### config.mk
export PLATFORM = sky130hd
export DESIGN_NAME = operand_issuer
export DESIGN_NICKNAME = d
export VERILOG_FILES = /design/src/rtl/operand_issuer.sv
export SDC_FILE = /design/constraint.sdc
export NUM_CORES = 1
export LEC_CHECK = 0
export BUFFER_PORTS_ARGS = -buffer_cell sky130_fd_sc_hd__buf_2
export CORE_MARGIN = 4
export CORE_UTILIZATION = 38
export CTS_CLUSTER_SIZE = 10
export DETAILED_ROUTE_END_ITERATION = 16
export GPL_TIMING_DRIVEN = 0
export PLACE_DENSITY = 0.62
export SYNTH_ARGS = -nofsm -noshare
export SYNTH_HDL_FRONTEND = slang
export SYNTH_SLANG_ARGS = --single-unit
### constraint.sdc
create_clock -name clk -period 1.85 [get_ports clk]
set_clock_uncertainty 0.15 [all_clocks]
set_input_delay 0.4625 -clock clk [delete_from_list [all_inputs] [get_ports clk]]
set_output_delay 0.4625 -clock clk [all_outputs]
set_load 0.01 [all_outputs]
### src/rtl/operand_issuer.sv
// Transmit side of the fault-tolerant 3-bit adder channel.
// Accepts a request (a, b, op). Drives A/B with odd parity PAR and a one-hot control C.
// Holds them for SETTLE cycles, then samples X/XC and the two-rail code XE.
// Re-issues on a flagged code up to MAX_RETRY times, then returns a checked response.
// Ports:
//   clk, rst                      clock, asynchronous active-high reset
//   req_valid/req_ready           request handshake; req_a, req_b, req_op, inj_par payload
//   A0..A2, B0..B2, PAR, C0..C2   registered operands, parity and one-hot control to adder
//   X0..X2, XC, XE0, XE1          adder sum, carry and two-rail error code
//   rsp_valid/rsp_ready           response handshake
//   rsp_sum, rsp_carry            sampled result
//   rsp_err                       final sample still flagged, or illegal op
//   rsp_mismatch                  good code but result differs from expected
//   rsp_retries                   number of re-issues used
module operand_issuer #(
  parameter int unsigned SETTLE    = 2,  // >= 1
  parameter int unsigned MAX_RETRY = 3   // must fit the 2-bit retry counter
) (
  input  logic       clk,
  input  logic       rst,
  input  logic       req_valid,
  output logic       req_ready,
  input  logic [2:0] req_a,
  input  logic [2:0] req_b,
  input  logic [1:0] req_op,
  input  logic       inj_par,
  output logic       A0,
  output logic       A1,
  output logic       A2,
  output logic       B0,
  output logic       B1,
  output logic       B2,
  output logic       PAR,
  output logic       C0,
  output logic       C1,
  output logic       C2,
  input  logic       X0,
  input  logic       X1,
  input  logic       X2,
  input  logic       XC,
  input  logic       XE0,
  input  logic       XE1,
  output logic       rsp_valid,
  input  logic       rsp_ready,
  output logic [2:0] rsp_sum,
  output logic       rsp_carry,
  output logic       rsp_err,
  output logic       rsp_mismatch,
  output logic [1:0] rsp_retries
);

  localparam logic [1:0] StIdle   = 2'd0;
  localparam logic [1:0] StDrive  = 2'd1;
  localparam logic [1:0] StSample = 2'd2;
  localparam logic [1:0] StResp   = 2'd3;

  localparam int unsigned CntW = (SETTLE > 1) ? $clog2(SETTLE) : 1;
  localparam logic [CntW-1:0] SettleLast = CntW'(SETTLE - 1);
  localparam logic [1:0] MaxRetry = 2'(MAX_RETRY);

  logic [1:0]      state_q, state_d;
  logic [CntW-1:0] cnt_q, cnt_d;
  logic [1:0]      retry_q, retry_d;
  logic [2:0]      a_q, a_d, b_q, b_d, c_q, c_d;
  logic            par_q, par_d;
  logic [3:0]      exp_q, exp_d;
  logic [2:0]      sum_q, sum_d;
  logic            carry_q, carry_d, err_q, err_d, mis_q, mis_d;
  logic [3:0]      exp_calc;

  // Reference result for the self-check; 4 bits, top bit is the carry.
  always_comb begin
    exp_calc = 4'd0;
    case (req_op)
      2'd0:    exp_calc = {1'b0, req_a} + {1'b0, req_b};
      2'd1:    exp_calc = {1'b0, req_a} + {1'b0, ~req_b} + 4'd1;
      2'd2:    exp_calc = {1'b0, ~req_a} + {1'b0, req_b} + 4'd1;
      default: exp_calc = 4'd0;
    endcase
  end

  always_comb begin
    state_d = state_q;
    cnt_d   = cnt_q;
    retry_d = retry_q;
    a_d     = a_q;
    b_d     = b_q;
    c_d     = c_q;
    par_d   = par_q;
    exp_d   = exp_q;
    sum_d   = sum_q;
    carry_d = carry_q;
    err_d   = err_q;
    mis_d   = mis_q;
    unique case (state_q)
      StIdle: begin
        if (req_valid) begin
          retry_d = 2'd0;
          cnt_d   = '0;
          sum_d   = 3'd0;
          carry_d = 1'b0;
          err_d   = 1'b0;
          mis_d   = 1'b0;
          if (req_op == 2'd3) begin
            // Illegal op: nothing is driven, the wires keep their last values.
            err_d   = 1'b1;
            state_d = StResp;
          end else begin
            a_d     = req_a;
            b_d     = req_b;
            par_d   = ~((^req_a) ^ (^req_b)) ^ inj_par;
            c_d     = 3'b001 << req_op;
            exp_d   = exp_calc;
            state_d = StDrive;
          end
        end
      end
      StDrive: begin
        if (cnt_q == SettleLast) begin
          state_d = StSample;
        end else begin
          cnt_d = cnt_q + 1'b1;
        end
      end
      StSample: begin
        sum_d   = {X2, X1, X0};
        carry_d = XC;
        cnt_d   = '0;
        if ({XE1, XE0} == 2'b10) begin
          mis_d   = ({XC, X2, X1, X0} != exp_q);
          state_d = StResp;
        end else if (retry_q < MaxRetry) begin
          retry_d = retry_q + 2'd1;
          state_d = StDrive;
        end else begin
          err_d   = 1'b1;
          state_d = StResp;
        end
      end
      StResp: begin
        if (rsp_ready) begin
          state_d = StIdle;
        end
      end
      default: state_d = StIdle;
    endcase
  end

  always_ff @(posedge clk or posedge rst) begin
    if (rst) begin
      state_q <= StIdle;
      cnt_q   <= '0;
      retry_q <= 2'd0;
      a_q     <= 3'd0;
      b_q     <= 3'd0;
      c_q     <= 3'b001;
      par_q   <= 1'b1;
      exp_q   <= 4'd0;
      sum_q   <= 3'd0;
      carry_q <= 1'b0;
      err_q   <= 1'b0;
      mis_q   <= 1'b0;
    end else begin
      state_q <= state_d;
      cnt_q   <= cnt_d;
      retry_q <= retry_d;
      a_q     <= a_d;
      b_q     <= b_d;
      c_q     <= c_d;
      par_q   <= par_d;
      exp_q   <= exp_d;
      sum_q   <= sum_d;
      carry_q <= carry_d;
      err_q   <= err_d;
      mis_q   <= mis_d;
    end
  end

  assign req_ready    = (state_q == StIdle);
  assign rsp_valid    = (state_q == StResp);
  assign {A2, A1, A0} = a_q;
  assign {B2, B1, B0} = b_q;
  assign {C2, C1, C0} = c_q;
  assign PAR          = par_q;
  assign rsp_sum      = sum_q;
  assign rsp_carry    = carry_q;
  assign rsp_err      = err_q;
  assign rsp_mismatch = mis_q;
  assign rsp_retries  = retry_q;

endmodule
; ---- After elaboration in Yosys (flattened, before gate mapping)
; Index checks and enable logic that the tools add are counted.
; W data, S select, Z words.
[totals]
reg_bits = 25
latch_bits = 0
ramBits = 0
rom_bits = 0
input_bits = 19
output_inout_bits = 20
elab_cells = 80
memories = 0
[op_classes]
add_sub_neg = 7
mul = 0
div_mod_pow = 0
n_lt_le_gt_ge = 1
eq_ne = 15
shift = 1
mux = 25
bitwise = 6
reduce_logical = 13
[ops]
columns = cell, n
row1 = $mux W2, 9
row2 = $add A3 B3 Y4, 3
row3 = $ne A2 B2 Y1 const B, 6
row4 = $pmux W4 S3, 1
row5 = $eq A2 B2 Y1 const B, 5
row6 = $reduce_and A3 Y1, 3
row7 = $add A4 B1 Y4 const B, 2
row8 = $pmux W2 S4, 1
row9 = $reduce_and A4 Y1, 2
row10 = $mux W1, 7
row11 = $not A3 Y3, 2
row12 = $pmux W1 S2, 3
row13 = $pmux W3 S2, 1
row14 = $reduce_xor A3 Y1, 2
row15 = $eq A2 B1 Y1 const B, 2
row16 = $logic_not A2 Y1, 2
row17 = $ne A4 B4 Y1, 1
row18 = $pmux W2 S2, 1
row19 = $reduce_and A2 Y1, 2
row20 = $mux W3, 1
row21 = $pmux W1 S3, 1
row22 = $reduce_bool A3 Y1, 1
row23 = $shl A1 B2 Y3 const A, 1
row24 = $add A2 B1 Y2 const B, 1
row25 = other kinds (6), 8

; ---- Longest topological paths before layout
[logic_depth]
ltp_word = 4
ltp_mapped = 8
mapped_depth_nobuf = 8

; ---- Least setup slack after synthesis
; No wires, ideal clock.
[synth_timing]
path_kind = input port to flip-flop
startpoint = in req_b[0]
endpoint = reg exp_q[2]
setup_time_ns = 0.119
arrival_time_ns = 1.587
t_required_ns = 1.581
path_slack_ns = -0.006
path_stages = 7
n_path_buf = 0
path_cell_list = inv_1 > ha_1 > fa_1 > mux2i_1 > xnor2_1 > a2bb2oi_1 > o21ai_2
[synth_via]
elab_chain_len = 4
word_cells_on_any_way = 7
cone_classes = add/sub (5) / mux (1) / bitwise (1)
[synth_lines]
columns = element, line
row1 = "start, declared", 24  ; input logic [2:0] req_b,
row2 = $not A3 Y3, 76  ; 2'd1: exp_calc = {1'b0, req_a} + {1'b0, ~req_b} + 4'd1;
row3 = $add A3 B3 Y4, 76
row4 = $add A4 B1 Y4, 76
row5 = $pmux W4 S3 (*), 74  ; case (req_op)
row6 = "end signal, assigned", 171  ; exp_q <= exp_d;
row7 = "end, declared", 66  ; logic [3:0] exp_q, exp_d;
; Every way passes the cells marked *; elsewhere a longest branch is shown, timed or not.
; A chain may end at the register's enable or synchronous reset.

; ---- Worst setup path in the final report
; Same ends and word-level chain as after synthesis.

==> reports/results.txt <==
Number of ports placed on the die boundary -> 39
Fin util -> 46.69%
Clock transition at the register clock pins on the worst setup and hold paths after CTS -> 0.08 ns
Number of port buffers -> 36
Data arrival time of the critical path -> 1.80 ns
Maximum count of clock buffers along a single path -> 2
Final weighted congestion of routability-driven global placement -> 0.7809
Via-per-instance ratio -> 4.631
Maximum level of the CTS H-tree -> 1
CTS Hold Buffers Added -> 0
Count of mapped cells out of synthesis -> 154
DR vias -> 1130
Synthesis-to-layout area growth -> 18.85%
Placeable Area -> 0.003971 mm2
Longest individual stage delay on the worst path -> 0.36 ns
Post-route clock period utilization -> 96.78%
Antenna violations before repair -> 0
Die Wd -> 72.08 um
Top cells by instance count after synthesis -> sky130_fd_sc_hd__dfrtp_1 (23), sky130_fd_sc_hd__nand2_1 (19), sky130_fd_sc_hd__inv_1 (15)
Die footprint -> 0.005195 mm2
Number of filler cells placed in the layout -> 375
Cell area after synthesis -> 0.001560 mm2
Highest clock frequency the design can meet -> 558.5 MHz
Synth Area per Inst -> 10.13 um2
GRT Total Usage -> 12.38%
Number of hold violations in the final report -> 0
Post-route worst hold slack -> 0.2289 ns
Proportion of register bits with asynchronous set or reset after synthesis -> 100.0%
CTS tree -> built
Count of flip-flops with a built-in enable after synthesis -> 0
RSZ-0062 raised after global routing -> no
Global-route wire length before repair -> 5181 um
Number of nets still failing antenna checks after routing -> 0
Portion of synthesized cell area occupied by the leading cell type -> 36.89%
Synthesized net count -> 186
Fraction of layout cells with a size suffix above 1 -> 33.51%
Number of detailed-routing iterations run before antenna repair -> 4
TritonCTS sink count -> 25
Critical path peak fanout -> 3
Number of buffers added by the clock tree synthesis step -> 3
Initial core utilization -> 39.29%
Cell class contributing the biggest share of worst-path delay -> adder cells
Combined buffer and inverter count along the critical path -> 2
Largest net degree at the start of global routing -> 26
Distinct cells, synth -> 39
Die Height -> 72.08 um
Number of warnings printed during yosys synthesis -> 0
Std cell rows -> 23
Start-to-end type of the worst setup path -> input pin to register
Critical path required time -> 1.86 ns
Count of max-cap constraint violations -> 0
HPWL after DPL -> 2359 um
Worst-case headroom to the max-slew limit -> 36.35%
Type of the tightest min-delay check -> input pin to register
Cells along the critical path -> buf_2, inv_1, ha_2, fa_1, mux2i_1, xnor2_1, a2bb2oi_1, o21ai_2
Routed wire length per instance -> 12.18 um
Largest vdd supply drop -> 0.0003950 V
Lkg Pwr -> 0.9436 nW
Number of register bits inferred by synthesis -> 25
Overall routed net length -> 2973 um
Most numerous cell in the Yosys netlist -> sky130_fd_sc_hd__dfrtp_1
Slowest CP cell -> sky130_fd_sc_hd__fa_1
Residual overflow from global routing -> 0
Run status -> completed
Cell area reported after detailed placement -> 0.001805 mm2
Total inserted antenna cells -> 0
Critical path launch point type -> input pin
Max-slew violation total from the final report -> 0
Remaining DRCs -> 0
Latest clock arrival within the worst-skew pair -> 0.26 ns
Clock Root Buffer -> sky130_fd_sc_hd__clkbuf_8
Non-Filler Cell Area, Final -> 0.001854 mm2
Detailed Route Iter0 Violations -> 22
Net total in the final layout -> 227
Via count of the first global-routing pass -> 1145
Type of destination of the critical path -> register
Top_reg_cell synth -> sky130_fd_sc_hd__dfrtp_1
Slew at the pin with the worst max-slew slack -> 0.9538 ns
Minimum clock period after layout -> 1.791 ns
Power per Cell Area -> 1326 mW/mm2
Cells taking the most area after synthesis -> sky130_fd_sc_hd__dfrtp_1 (37%), sky130_fd_sc_hd__ha_1 (8.0%), sky130_fd_sc_hd__xnor2_1 (5.6%)
Final setup violation count -> 0
Largest area contributor in the synthesized netlist -> sky130_fd_sc_hd__dfrtp_1
Post-synthesis sequential area ratio -> 40.26%
[metal layers]
layer | wire, um | track usage, % | vias to the layer above | part of all wire, %
met5 | 0 | 0 | - | 0
met4 | 35 | 3.758 | 0 | 1.2
met3 | 121 | 1.524 | 4 | 4.1
met2 | 1409 | 21.13 | 24 | 47
met1 | 1407 | 16.35 | 512 | 47
li1 | - | - | 590 | -
[final timing paths]
path / start / end / slack [ns] / depth (start not counted)
worst max-delay path: req_b[0] / exp_q[2] / 0.06 / 8
worst min-delay path: req_op[1] / c_q[0] / 0.23 / 2
worst max register to register: rsp_retries[0] / rsp_retries[1] / 0.42 / 4
worst min register to register: PAR / PAR / 0.32 / 2
max in group asynchronous: rst / rsp_mismatch / 0.72 / 2
min in group asynchronous: rst / a_q[0] / 0.25 / 2
[power breakdown]
group / switching [W] / total [W] / internal [W]
registers: 0.000137 / 0.000947 / 0.000810
logic: 0.000611 / 0.00119 / 0.000575
clock network: 0.000172 / 0.000326 / 0.000154
[layout make-up]
type	count	area (um2)	share of cell area, %
multi-input cells	107	813.3	43.86
flip-flops and latches	25	628.1	33.87
repair buffers	36	180.2	9.717
plain buffers	7	68.82	3.711
well taps	50	62.56	3.374
inverters	15	56.30	3.036
clock buffers	4	45.04	2.429
[cells by family (layout without fill, tap and decap cells)]
| family | count (synthesis) | in the layout | share of synthesized area, % |
|---|---|---|---|
| fa+ha+maj | 13 | 13 | 11.87 |
| buf+inv | 22 | 62 | 8.019 |
| simple gates | 41 | 41 | 13.79 |
| flops | 25 | 25 | 40.26 |
| xor+xnor | 12 | 12 | 6.736 |
| mux | 2 | 2 | 1.283 |
| compound gates | 39 | 39 | 18.04 |
[layout by cell type, fill, tap and decap left out, types with 2 or more instances in the layout]
cell type                   n
sky130_fd_sc_hd__buf_2     37
sky130_fd_sc_hd__dfrtp_1   23
sky130_fd_sc_hd__nand2_1   19
sky130_fd_sc_hd__inv_1     15
sky130_fd_sc_hd__nor2_1    10
sky130_fd_sc_hd__xnor2_1   10
sky130_fd_sc_hd__o21ai_1    9
sky130_fd_sc_hd__ha_1       9
sky130_fd_sc_hd__a21oi_1    6
sky130_fd_sc_hd__buf_6      5
sky130_fd_sc_hd__a22o_2     4
sky130_fd_sc_hd__o21ai_0    4
sky130_fd_sc_hd__fa_1       3
sky130_fd_sc_hd__clkbuf_8   3
sky130_fd_sc_hd__dfstp_2    2
sky130_fd_sc_hd__nor2b_1    2
sky130_fd_sc_hd__mux2i_1    2
sky130_fd_sc_hd__xor2_1     2
sky130_fd_sc_hd__nand3_1    2
sky130_fd_sc_hd__a21o_1     2
sky130_fd_sc_hd__a32o_2     2
sky130_fd_sc_hd__a22oi_1    2
[per-stage QoR]
step	instances	TNS [ns]	total power (W)	setup WS, ns
global placement	240	-0.5292	0.002144	-0.2115
detailed placement	240	-0.5831	0.002170	-0.2196
floorplan	154	0	0.001801	0.01786
CTS	244	0	0.002494	0.07254
finish	244	0	0.002459	0.05949
global route	244	0	0.002668	0.01770
[worst reg2reg max path: stages, from the launching register on]
cell	delay (ns)
sky130_fd_sc_hd__dfrtp_1	0.42
sky130_fd_sc_hd__ha_1	0.25
sky130_fd_sc_hd__o21ai_4	0.22
sky130_fd_sc_hd__nand2b_4	0.07
sky130_fd_sc_hd__a32o_2	0.22
[state kept, by name, indices dropped and copies added (netlist names)]
signal	count
PAR	1
a_q	3
b_q	3
c_q	3
cnt_q	1
exp_q	4
rsp_carry	1
rsp_err	1
rsp_mismatch	1
rsp_retries	2
rsp_sum	3
state_q	2
[what timing repair did]
action                                  CTS  global route
endpoints found under the setup margin    0             1
setup buffers                             0             0
gates resized for setup                   0             1
Power figures use the tool's default switching activity.
